--- config.mk ---
export PLATFORM = sky130hd
export DESIGN_NAME = light_manager_multi
export DESIGN_NICKNAME = d
export VERILOG_FILES = /design/src/rtl/light_manager_multi.sv
export SDC_FILE = /design/constraint.sdc
export NUM_CORES = 1
export LEC_CHECK = 0
export ABC_AREA = 1
export CAP_MARGIN = 20
export CORE_MARGIN = 4
export CORE_UTILIZATION = 30
export DETAILED_ROUTE_END_ITERATION = 10
export GPL_TIMING_DRIVEN = 0
export SLEW_MARGIN = 20
export SYNTH_ARGS = -nofsm -noshare
export SYNTH_HDL_FRONTEND = slang
export SYNTH_SLANG_ARGS = --single-unit
--- constraint.sdc ---
create_clock -name clk_i -period 5.7 [get_ports clk_i]
set_input_delay 0.57 -clock clk_i [delete_from_list [all_inputs] [get_ports clk_i]]
set_output_delay 0.57 -clock clk_i [all_outputs]
set_load 0.05 [all_outputs]
--- src/rtl/light_manager_multi.sv ---
// Encoder/button driven multi-channel PWM dimmer with synchronised, debounced inputs.
// Build option: define LIGHT_WRAP_EN for modulo-2^W brightness arithmetic (default saturates).
module light_manager_multi #(
  parameter int unsigned CLOCK_FREQ_MHZ = 100,
  parameter int unsigned DELAY_IN_US    = 1,
  parameter int unsigned PWM_VALUE_SIZE = 8,
  parameter int unsigned BRIGHTNESS_INC = 10,
  parameter int unsigned CHANNELS       = 4
) (
  input  logic                      clk_i,
  input  logic                      rst_i,
  input  logic                      a_i,
  input  logic                      b_i,
  input  logic                      btn_i,
  output logic [CHANNELS-1:0]       leds_o,
  output logic [CHANNELS-1:0]       sel_o,
  output logic [PWM_VALUE_SIZE-1:0] brightness_o
);

  localparam int unsigned W   = PWM_VALUE_SIZE;
  localparam int unsigned DLY = CLOCK_FREQ_MHZ * DELAY_IN_US;
  localparam int unsigned CW  = $clog2(DLY + 1);
  localparam int unsigned SW  = (CHANNELS > 1) ? $clog2(CHANNELS) : 1;
  localparam logic [W-1:0] MAX = '1;
  localparam logic [W-1:0] INC = W'(BRIGHTNESS_INC);

  typedef enum logic [2:0] {IDLE, R1, R2, R3, L1, L2, L3, ERR} state_t;

  // Bit order in the input vectors: {a, b, btn}
  logic [2:0]    sync1, sync2, filt;
  logic [CW-1:0] cnt [3];

  always_ff @(posedge clk_i or negedge rst_i) begin
    if (!rst_i) begin
      sync1 <= '1;
      sync2 <= '1;
    end else begin
      sync1 <= {a_i, b_i, btn_i};
      sync2 <= sync1;
    end
  end

  // Filtered bit flips only after DLY consecutive cycles of disagreement
  always_ff @(posedge clk_i or negedge rst_i) begin
    if (!rst_i) begin
      filt <= '1;
      for (int unsigned i = 0; i < 3; i++) cnt[i] <= '0;
    end else begin
      for (int unsigned i = 0; i < 3; i++) begin
        if (sync2[i] == filt[i]) begin
          cnt[i] <= '0;
        end else if (cnt[i] == CW'(DLY - 1)) begin
          filt[i] <= sync2[i];
          cnt[i]  <= '0;
        end else begin
          cnt[i] <= cnt[i] + CW'(1);
        end
      end
    end
  end

  state_t     state, state_nxt;
  logic       step_up, step_dn;
  logic [1:0] ab;

  assign ab = filt[2:1];

  always_ff @(posedge clk_i or negedge rst_i) begin
    if (!rst_i) state <= IDLE;
    else        state <= state_nxt;
  end

  always_comb begin
    state_nxt = state;
    step_up   = 1'b0;
    step_dn   = 1'b0;
    case (state)
      IDLE: case (ab)
              2'b01:   state_nxt = R1;
              2'b10:   state_nxt = L1;
              2'b00:   state_nxt = ERR;
              default: ;
            endcase
      R1:   case (ab)
              2'b00:   state_nxt = R2;
              2'b11:   state_nxt = IDLE;
              2'b10:   state_nxt = ERR;
              default: ;
            endcase
      R2:   case (ab)
              2'b10:   state_nxt = R3;
              2'b01:   state_nxt = R1;
              2'b11:   state_nxt = ERR;
              default: ;
            endcase
      R3:   case (ab)
              2'b11:   begin state_nxt = IDLE; step_up = 1'b1; end
              2'b00:   state_nxt = R2;
              2'b01:   state_nxt = ERR;
              default: ;
            endcase
      L1:   case (ab)
              2'b00:   state_nxt = L2;
              2'b11:   state_nxt = IDLE;
              2'b01:   state_nxt = ERR;
              default: ;
            endcase
      L2:   case (ab)
              2'b01:   state_nxt = L3;
              2'b10:   state_nxt = L1;
              2'b11:   state_nxt = ERR;
              default: ;
            endcase
      L3:   case (ab)
              2'b11:   begin state_nxt = IDLE; step_dn = 1'b1; end
              2'b00:   state_nxt = L2;
              2'b10:   state_nxt = ERR;
              default: ;
            endcase
      default: if (ab == 2'b11) state_nxt = IDLE;
    endcase
  end

  logic [W-1:0]  bright [CHANNELS];
  logic [SW-1:0] ch;
  logic          btn_q, btn_fall;
  logic [W-1:0]  cur, inc_v, dec_v;

  assign btn_fall = btn_q & ~filt[0];
  assign cur      = bright[ch];

  always_comb begin
`ifdef LIGHT_WRAP_EN
    inc_v = cur + INC;
    dec_v = cur - INC;
`else
    inc_v = (cur > MAX - INC) ? MAX : cur + INC;
    dec_v = (cur < INC) ? '0 : cur - INC;
`endif
  end

  // Step writes through the pre-advance channel index when both events coincide
  always_ff @(posedge clk_i or negedge rst_i) begin
    if (!rst_i) begin
      for (int unsigned k = 0; k < CHANNELS; k++) bright[k] <= '0;
      ch    <= '0;
      btn_q <= 1'b1;
    end else begin
      btn_q <= filt[0];
      if (step_up)      bright[ch] <= inc_v;
      else if (step_dn) bright[ch] <= dec_v;
      if (btn_fall) ch <= (ch == SW'(CHANNELS - 1)) ? '0 : ch + SW'(1);
    end
  end

  always_comb begin
    sel_o     = '0;
    sel_o[ch] = 1'b1;
  end

  assign brightness_o = cur;

  logic [W-1:0] pwm_cnt;

  always_ff @(posedge clk_i or negedge rst_i) begin
    if (!rst_i) begin
      pwm_cnt <= '0;
      leds_o  <= '0;
    end else begin
      pwm_cnt <= (pwm_cnt == MAX - W'(1)) ? '0 : pwm_cnt + W'(1);
      for (int unsigned k = 0; k < CHANNELS; k++) leds_o[k] <= (pwm_cnt < bright[k]);
    end
  end

endmodule

### Yosys cells after proc, flatten, opt, wreduce, memory -nomap -nowiden

Cells that the tools add are included.

* flip-flop bits (word level): 80
* output and inout port bits: 16
* word-level logic and storage cells: 107

* add/sub/neg operators: 7
* $lt $le $gt $ge: 10
* equal/unequal tests: 24
* multiplexer cells: 33
* bitwise logic cells: 6
* reductions and logical operators: 10

Operators by type and width (number)
* $bwmux W32: 2
* $mux W32: 2
* $pmux W3 S3: 7
* $mux W8: 6
* $mux W7: 6
* $lt A8 B8 Y1: 4
* $ne A4 B2 Y1 const B: 6
* $add A7 B1 Y7 const B: 3
* $eq A7 B7 Y1 const B: 3
* $pmux W3 S7: 1
* $bmux W8 S2: 1
* $demux W8 S2: 1
* $eq A3 B3 Y1 const B: 3
* $add A8 B1 Y8 const B: 1
* $add A8 B4 Y8 const B: 1
* $eq A8 B8 Y1 const B: 1
* $gt A8 B8 Y1 const B: 1
* $lt A8 B4 Y1 const B: 1
* $reduce_and A8 Y1: 1
* $reduce_bool A8 Y1: 1
* $sub A8 B4 Y8 const B: 1
* $eq A2 B2 Y1 const B: 3
* $eq A3 B2 Y1 const B: 2
* $reduce_and A2 Y1: 3
* other kinds (20): 29

### Depth between registers and ports, before layout

Gate-level depths: netlist (run 1).

* word-level depth: 9
* depth in mapped cells: 18
* mapped depth without buffers: 16

### Worst setup path before layout (run 1)

No wires, ideal clock.

* path kind: register to register
* start: register ch[0]
* end: register bright[21] (netlist name)
* setup time: 0.118 ns
* arrival: 2.101 ns
* slack: 3.481 ns
* cell stages (with the launch flop): 17
* path through: dfrtp_1 > buf_6 > buf_6 > nand2_1 > nand2_1 > nand2_1 > nand2_1 > ha_1 > inv_1 > nand2_1 > nand2_1 > xor2_1 > nand2_1 > nand2_1 > nand2_2 > nand2_1 > nand2_1

* word-level cells in the longest chain between the ends: 9

Ends and longest elaborated chain
* from (decl): RTL line 125 `logic [SW-1:0] ch;`
* from (signal assigned): RTL line 152 `if (btn_fall) ch <= (ch == SW'(CHANNELS - 1)) ? '0 : ch + SW'(1);`
* $not A2 Y3 (not written as such) (*): RTL line 130 `assign cur = bright[ch];`
* $bmux W8 S2 (*): RTL line 130
* $mux W8 (not written as such) (*) (2 in a row): RTL line 130
* via brightness_o[2]: RTL line 17 `output logic [PWM_VALUE_SIZE-1:0] brightness_o`
* $sub A8 B4 Y8 / $lt A8 B4 Y1 (equally long branches): RTL line 138 `dec_v = (cur < INC) ? '0 : cur - INC;`
* $mux W8: RTL line 138
* $bwmux W32: RTL line 151 `else if (step_dn) bright[ch] <= dec_v;`
* $mux W32: RTL line 151
* $mux W32 (*): RTL line 150 `if (step_up) bright[ch] <= inc_v;`
* to (signal, indexed assignment): RTL line 150
* to (signal, indexed assignment): RTL line 151
* to (decl): RTL line 124 `logic [W-1:0] bright [CHANNELS];`

The timed path passes the listed nets; every way through them passes the cells marked *. The select of a mux whose other input is x is not followed.
A chain may end at the register's enable or synchronous reset.

### Final worst setup path (run 1)

* start: register ch[0]
* end: output brightness_o[7]

* word-level cells in the longest chain between the ends: 4

Ends and longest elaborated chain (RTL line)
* $not A2 Y3 (not written as such): 130
* $bmux W8 S2: 130
* $mux W8 (not written as such) (2 in a row): 130
* to (decl): 17

No other way between the ends. The select of a mux whose other input is x is not followed.

==> results of run 1 <==
[final cells by class]
cell class,instances,area share
clock inverters,4,0.008870
well taps,220,0.04646
multi-input cells,476,0.4579
flip-flops and latches,80,0.3400
plain buffers,6,0.01098
clock buffers,12,0.04161
repair buffers,21,0.03801
inverters,86,0.05618
[cells by family (layout without fill, tap and decap cells)]
logic type	Yosys count	after routing	synth area share
and+or+nand+nor	352	352	0.3230
buffers and inverters	92	129	0.07763
DFF	80	80	0.3931
AOI/OAI and AO/OA	65	65	0.07105
adders and majority gates	47	47	0.1147
xor gates and xnor gates	12	12	0.02051
[state kept, by name, summed over array words and instances, names as in the netlist]
register	count
filt	3
state	3
ch	2
bright	32
cnt	21
sync2	3
sync1	3
leds_o	4
btn_q	1
pwm_cnt	8
[where the power goes]
group / switching [mW] / internal (mW) / total (mW)
Clock: 0.231 / 0.353 / 0.584
Combinational: 0.0193 / 0.0105 / 0.0298
Sequential: 0.00492 / 0.577 / 0.582
Total: 0.255 / 0.941 / 1.20
[worst max path at each step]
stage,end,cells past startpoint
detailed placement,brightness_o[7],8
global placement,bright[6],1
finish,brightness_o[7],8
CTS,brightness_o[7],8
global route,brightness_o[7],8
floorplan,bright[21],16
[layer usage]
| metal | part of all wire | up-vias |
|---|---|---|
| met5 | 0 | - |
| met4 | 0.016 | 0 |
| met3 | 0.023 | 15 |
| met2 | 0.46 | 36 |
| met1 | 0.50 | 1831 |
| li1 | - | 2140 |
[placed cells by master, fill, tap and decap left out, types with 19 or more instances in the layout]
cell type and instances:
nand2_1 185, inv_1 78, dfrtp_1 70, nor2_1 48, ha_1 47, nand3_1 46
a21oi_1 29, nand2_2 27, clkdlybuf4s50_1 19
[stage by stage]
stage	instances	power, mW	hold slack [ps]	instance area (µm²)	util
6_report	905	1.196	176.1	5924	0.3560
3_3_place_gp	888	0.6210	346.0	5600	0.3365
3_5_place_dp	889	0.6237	347.8	5625	0.3380
2_1_floorplan	648	0.6032	274.4	5125	-
4_1_cts	905	1.215	180.8	5924	0.3560
5_1_grt	905	1.246	204.4	5924	0.3560
==> results.yml, run 1 <==
routing:
  drt-total-wl_um: 11050
  final_antenna_net_count: 0
  drt_iter0_drc: 221
  drt-vias-per-instance: 4.444
  post_drt_wl_per_cell_um: 12.21
  number_of_drc_violations_after_detailed_routing: 0
  drt_pass1_iterations: 4
  dr_total_vias: 4022
floorplan:
  i_o_pin_cnt: 21
  initial_core_util: 0.3079
  die_w_um: 138.7
  row_count: 47
  die_area_mm2: 0.01924
  chipHeight_um: 138.7
  placeableCoreArea_mm2: 0.01664
placed_design:
  routabilityCongestion: 0.8247
  hpwlAfterDp_um: 8500
  pre_cts_slack_ps: 3067
  io_buffers: 20
cells_and_area:
  seqCellArea_mm2: 0.002014
  multi_input_gate_area_mm2: 0.002713
  final_nets: 732
  areaGrowthSynthToFinish_pct: 15.60
  diodes: 0
  drive_above_1_share: 0.1241
  num-fill-cells: 1687
worst_setup_path:
  worst-path-max-fanout: 11
  timing.critical_path.slowest_stage_cell: "clkdlybuf4s50_1"
  worst_r2r_endpoint: "bright[21]"
  timing.critical_path.arrival_ps: 2410
  cp_slowest_stage_delay_ps: 820
  worstPathBufferInverterCount: 5
  worst_setup_path_start_kind: "register"
  cp-end-kind: "output port"
  reg2regPathDepth: 16
  critical_path.cell_chain: "buf_6 -> inv_8 -> buf_8 -> nand2_1 -> nand3_1 -> nand2_2 -> inv_1 -> clkdlybuf4s50_1"
  path_delay_family: "buffers and inverters"
  required_ps: 5130
  cp_class: "register to output port"
  worst_r2r_startpoint: "ch[1]"
  critical_path.startpoint: "ch[0]"
  ff2ff_setup_slack_ps: 3500
synthesis:
  synth_top_cell_area_share: 0.3418
  post_synth.cell_area_avg_um2: 7.909
  postSynth.asyncResetShare: 1.000
  ys_top_cells_by_area: "dfrtp_1, nand2_1, ha_1"
  ys.warnings.count: 0
  ys_types: 41
  synth_top_area_cell: "dfrtp_1"
  ys_ff_latch: 80
  yosysSeqAreaShare: 0.3931
  synth_fp_nets: 700
  post_synth_inst_count: 648
  yosys-top-cells-count: "nand2_1, inv_1, dfrtp_1"
  synth_enable_flop_cells: 0
  yosysMostFrequentCell: "nand2_1"
  ys_dominant_reg_cell: "dfrtp_1"
  syn-cell-area_mm2: 0.005125
clocking:
  number_of_buffers_added_to_fix_hold_violations_after_cts: 0
  cts_htree_levels: 3
  postCtsSetupRepairBufs: 0
  root_buffer: "clkbuf_16"
  cts_num_sinks: 80
  cts.reportedPaths.clkPinSlew_ps: 70
  max_clock_buf_depth: 2
  clock_latency_ps: 340
  post_cts_resized: 0
  cts_made_buffers: 9
  tritoncts: "built"
timing:
  final_max_slew_violation_count: 0
  final-hold-violation-count: 0
  fmaxAchievable_mhz: 335.2
  layout_worst_path_cycle_share: 0.5234
  timing.slew.headroom: 0.6324
  finalSetupTns_ps: 0
  report.final.setup_viol: 0
  final.min_clock_period_ps: 2983
  setup_repair_after_global_routing_missed_its_margin: "no"
  post-route-worst-setup-slack_ps: 2717
  skew_ps: 11.22
  tightest_slew_ps: 550.8
flow_run:
  max-cap-violations: 0
grt:
  grt_pass1_wl_um: 19340
  globalRouteMet3Util: 0.01586
  first_global_vias: 3932
  antenna_found_initial: 0
  use_met2: 0.1986
  met1_track_utilization_from_global_routing: 0.1645
  total_routing_resource_utilization_after_global_routing: 0.1209
  grt.overflow.total: 0
  grt_max_degree: 51
  top_usage_layer: "met2"
power:
  vdd_drop_max_uv: 125.4
  total_leakage_power_nw: 2.958
  power_density_mw_per_mm2: 201.9
run_status:
  outcome: "complete, no violations"
hold_path:
  hold_path.class: "input port to async pin"
Note: power is estimated with default switching activity, not from simulation.
==> inputs of run 2 (changes only) <==
clock period = 3.1 ns   (was 5.7 ns; I/O delays follow)
==> run 2 against run 1 <==
Against the previous run:
- die area unchanged
- cell count rose by 0.11%
- critical endpoint unchanged
- core utilization rose by 0.060 points
- non-clock buffer count up 1
- design area grew 0.17%
- sequential cell count stayed put
- total power increased by 84%
- critical path depth unchanged
- worst setup slack got worse by 2300 ps
- critical path type unchanged
- combinational power is 88% higher
- first-iteration DRC count decreased by 15%
- hold slack better by 170 ps
==> results.yml, run 2 (synthesis gave the netlist of run 1 again) <==
run_status:
  outcome: "complete, no violations"
worst_setup_path:
  cp_class: "register to output port"
  cp-end-kind: "output port"
  timing.critical_path.arrival_ps: 2420
  worst_setup_path_start_kind: "register"
  worst-path-max-fanout: 11
  required_ps: 2790
flow_run:
  max-cap-violations: 0
cells_and_area:
  regMostFlops: "bright"
  most-common-layout-cells: "nand2_1, inv_1, dfrtp_1"
  diodes: 0
  final_util: 0.3566
  biggestRegsByFlops: "bright: 32 flops, cnt: 21 flops, pwm_cnt: 8 flops"
  final_nets: 733
  drive_above_1_share: 0.1239
  areaGrowthSynthToFinish_pct: 15.80
  most_common_cell_after_layout_fill_and_taps_aside: "nand2_1"
  num-fill-cells: 1686
  largest_register_ffs: 32
placed_design:
  routabilityCongestion: 0.8247
  hpwlAfterDp_um: 8500
  io_buffers: 20
floorplan:
  die_w_um: 138.7
  die_area_mm2: 0.01924
  initial_core_util: 0.3079
  i_o_pin_cnt: 21
  chipHeight_um: 138.7
  placeableCoreArea_mm2: 0.01664
  row_count: 47
clocking:
  post_cts_resized: 0
  cts.reportedPaths.clkPinSlew_ps: 60
  cts_htree_levels: 3
  number_of_buffers_added_to_fix_hold_violations_after_cts: 1
  cts_made_buffers: 9
  max_clock_buf_depth: 2
  postCtsSetupRepairBufs: 0
  root_buffer: "clkbuf_16"
  clock_latency_ps: 340
  cts_num_sinks: 80
  tritoncts: "built"
timing:
  final_max_slew_violation_count: 0
  timing.slew.headroom: 0.6328
  tightest_slew_ps: 550.2
  layout_worst_path_cycle_share: 0.8806
  skew_ps: 10.39
  setup_repair_after_global_routing_missed_its_margin: "no"
  final-hold-violation-count: 0
  final.min_clock_period_ps: 2730
  fmaxAchievable_mhz: 366.3
  report.final.setup_viol: 0
routing:
  final_antenna_net_count: 0
  drt_pass1_iterations: 4
  drt-vias-per-instance: 4.470
  dr_total_vias: 4050
  post_drt_wl_per_cell_um: 12.26
  drt-met1-wl_um: 5576
  drt-total-wl_um: 11100
  met2RoutedLength_um: 5082
  number_of_drc_violations_after_detailed_routing: 0
  routed_wire_length_on_met3_um: 269
  drt_iter0_drc: 187
  top_signal_layer_used: "met4"
power:
  total_leakage_power_nw: 2.963
  vdd_drop_max_uv: 231.7
  power_density_mw_per_mm2: 370.6
  totalPowerFinal_mw: 2.199
grt:
  grt_max_degree: 51
  grt_pass1_wl_um: 19340
  antenna_found_initial: 0
  grt.overflow.total: 0
  first_global_vias: 3936
  total_routing_resource_utilization_after_global_routing: 0.1209
hold_path:
  hold_path.class: "register to register"
run 2: cell types whose count changed in the layout (fill, tap and decap cells not counted):
cell,previous run,this run
dlygate4sd3_1,0,1
run 2: routing by layer:
layer | up-vias | global-route usage
li1 | 2144 | -
met1 | 1845 | 0.1645
met2 | 46 | 0.1986
met3 | 15 | 0.01586
met4 | 0 | 0.04222
met5 | - | 0
run 2: final timing paths:
check                         start              end  slack (ps)  cells past startpoint
max                           ch[0]  brightness_o[7]         370                      8
min                        sync1[1]         sync2[1]         350                      0
max reg2reg                   ch[1]       bright[21]         900                     16
min reg2reg                sync1[1]         sync2[1]         350                      0
max in group asynchronous     rst_i            btn_q        1980                      3
min in group asynchronous     rst_i          cnt[13]         460                      2
run 2: metrics by stage:
step / instance area [µm²] / hold WS (ps) / setup WS, ps / cells / setup TNS [ps]
floorplan: 5125 / 14.41 / 881.1 / 648 / 0
global placement: 5600 / 346.0 / -1377 / 888 / -99420
detailed placement: 5625 / 289.7 / 727.0 / 889 / 0
CTS: 5934 / 357.3 / 358.0 / 906 / 0
global route: 5934 / 361.6 / 263.6 / 906 / 0
finish: 5934 / 350.8 / 370.3 / 906 / 0
run 2: area by class of cell:
class / count / area (µm²) / share of cell area
multi-input combinational: 476 / 2713 / 0.4571
timing repair buffer: 22 / 235.2 / 0.03964
buffer: 6 / 65.06 / 0.01096
sequential: 80 / 2014 / 0.3394
clock buffer: 12 / 246.5 / 0.04153
clock inverter: 4 / 52.55 / 0.008855
tap: 220 / 275.3 / 0.04638
inverter: 86 / 332.8 / 0.05608
run 2: worst max-delay path, cell delays in order (launching register included):
cell and delay, ps:
dfrtp_1 410, buf_6 170, inv_8 90, buf_8 150, nand2_1 60, nand3_1 110, nand2_2 130, inv_1 140
clkdlybuf4s50_1 820
run 2: report_power, final:
part	leakage, nW	total (mW)	switching [mW]	internal [mW]
Clock	0.147	1.07	0.423	0.649
Combinational	1.77	0.0560	0.0358	0.0202
Sequential	1.04	1.07	0.00911	1.06
Total	2.96	2.20	0.468	1.73
==> inputs of run 3 (changes only) <==
CORE_UTILIZATION = 50   (was 30)
PLACE_DENSITY = 0.7   (was unset)
clock period = 2.5 ns   (was 3.1 ns; I/O delays follow)
==> run 3 against run 2 <==
Against the previous run:
- combinational power rose by 21%
- core utilization rose by 22 points
- first-iteration DRC count rose by 42%
- critical path depth fell by 3
==> results.yml, run 3 (synthesis gave the netlist of run 1 again) <==
worst_setup_path:
  worst_setup_path_start_kind: "register"
  worst-path-max-fanout: 11
  cp_class: "register to output port"
  cp-end-kind: "output port"
  timing.critical_path.arrival_ps: 2170
  required_ps: 2250
routing:
  final_antenna_net_count: 0
  post_drt_wl_per_cell_um: 13.25
  number_of_drc_violations_after_detailed_routing: 0
  drt_pass1_iterations: 7
  drt-vias-per-instance: 5.131
  drt_iter0_drc: 265
  dr_total_vias: 4202
  drt-total-wl_um: 10850
grt:
  first_global_vias: 4262
  antenna_found_initial: 0
  grt_max_degree: 55
  grt.overflow.total: 0
  total_routing_resource_utilization_after_global_routing: 0.2081
  grt_pass1_wl_um: 19640
clocking:
  cts_num_sinks: 80
  max_clock_buf_depth: 2
  cts_made_buffers: 9
  clock_latency_ps: 360
  tritoncts: "built"
  cts_htree_levels: 3
  root_buffer: "clkbuf_8"
  cts.reportedPaths.clkPinSlew_ps: 80
run_status:
  outcome: "complete, no violations"
cells_and_area:
  diodes: 0
  drive_above_1_share: 0.1268
  final_util: 0.5794
  largest_register_ffs: 32
  biggestRegsByFlops: "bright: 32 flops, cnt: 21 flops, pwm_cnt: 8 flops"
  areaGrowthSynthToFinish_pct: 11.52
  final_nets: 733
  most-common-layout-cells: "nand2_1, inv_1, dfrtp_1"
  regMostFlops: "bright"
  most_common_cell_after_layout_fill_and_taps_aside: "nand2_1"
timing:
  final-hold-violation-count: 0
  final.min_clock_period_ps: 2419
  report.final.setup_viol: 0
  setup_repair_after_global_routing_missed_its_margin: "no"
  post-route-worst-setup-slack_ps: 81.20
  timing.slew.headroom: 0.6606
  finalSetupTns_ps: 0
  fmaxAchievable_mhz: 413.4
  tightest_slew_ps: 508.6
  layout_worst_path_cycle_share: 0.9675
  final_max_slew_violation_count: 0
  skew_ps: 13.68
power:
  vdd_drop_max_uv: 327.7
  total_leakage_power_nw: 2.971
  totalPowerFinal_mw: 2.308
  power_density_mw_per_mm2: 403.8
hold_path:
  hold_path.class: "input port to register"
floorplan:
  initial_core_util: 0.5195
  chipHeight_um: 109.2
  i_o_pin_cnt: 21
  placeableCoreArea_mm2: 0.009864
  row_count: 36
  die_w_um: 109.2
  die_area_mm2: 0.01193
placed_design:
  io_buffers: 20
  pre_cts_slack_ps: 244.6
  routabilityCongestion: 0.9220
  hpwlAfterDp_um: 8508
flow_run:
  max-cap-violations: 0
## run 3: cell count changes in the layout (fill, tap and decap cells not counted), moves of 2 or more
cell,previous run,this run
clkbuf_16,9,0
clkdlybuf4s50_1,19,9
dlygate4sd2_1,0,7
clkbuf_1,2,0
dlymetal6s2s_1,0,2
clkbuf_8,1,12
## run 3: path summary, 6_finish.rpt
kind	startpoint	to	slack (ps)	cells past startpoint
setup / recovery	ch[1]	sel_o[1]	80	5
max in group asynchronous	rst_i	filt[1]	1540	3
hold / removal	btn_i	sync1[0]	290	1
hold reg to reg	sync1[1]	sync2[1]	350	0
min in group asynchronous	rst_i	cnt[8]	350	2
setup reg to reg	ch[1]	bright[29]	330	16
## run 3: worst max-delay path, cell delays in order, from the launching register on
cell             delay, ps
dfrtp_1                420
buf_6                  170
inv_4                   60
buf_6                  150
ha_1                   200
clkdlybuf4s50_1        810
## run 3: where the power goes
part	switching [mW]	total (mW)	internal, mW
registers	0.0113	1.32	1.31
clock network	0.473	0.915	0.442
logic	0.0429	0.0678	0.0249
total	0.527	2.31	1.78
## run 3: through the flow
step	hold WS (ps)	cell area, µm²	instances
2_1_floorplan	-45.59	5125	648
3_3_place_gp	346.0	5492	801
3_5_place_dp	198.7	5517	802
4_1_cts	276.2	5709	819
5_1_grt	286.9	5715	819
6_report	293.6	5715	819
## run 3: final cells by class
type	instances	area [µm²]
Tap cell	133	166.4
Timing Repair Buffer	22	231.5
Buffer	6	65.06
Inverter	86	332.8
Clock inverter	4	27.53
Fill cell	888	4149
Clock buffer	12	165.2
Multi-Input combinational cell	476	2713
Sequential cell	80	2014
## run 3: timing repair
action	4_1_cts	5_1_grt
hold buffers	1	0
gates resized for setup	8	3
endpoints found under the setup margin	8	3
endpoints found under the hold margin	22	0
buffers inserted	0	0
## run 3: routing by layer
metal / vias to the layer above / wire (µm) / global-route usage / part of all wire
met5: - / 0 / 0 / 0
met4: 0 / 142 / 0.07124 / 0.013
met3: 11 / 448 / 0.03434 / 0.041
met2: 71 / 5118 / 0.3338 / 0.47
met1: 1974 / 5142 / 0.2865 / 0.47
li1: 2146 / - / - / -
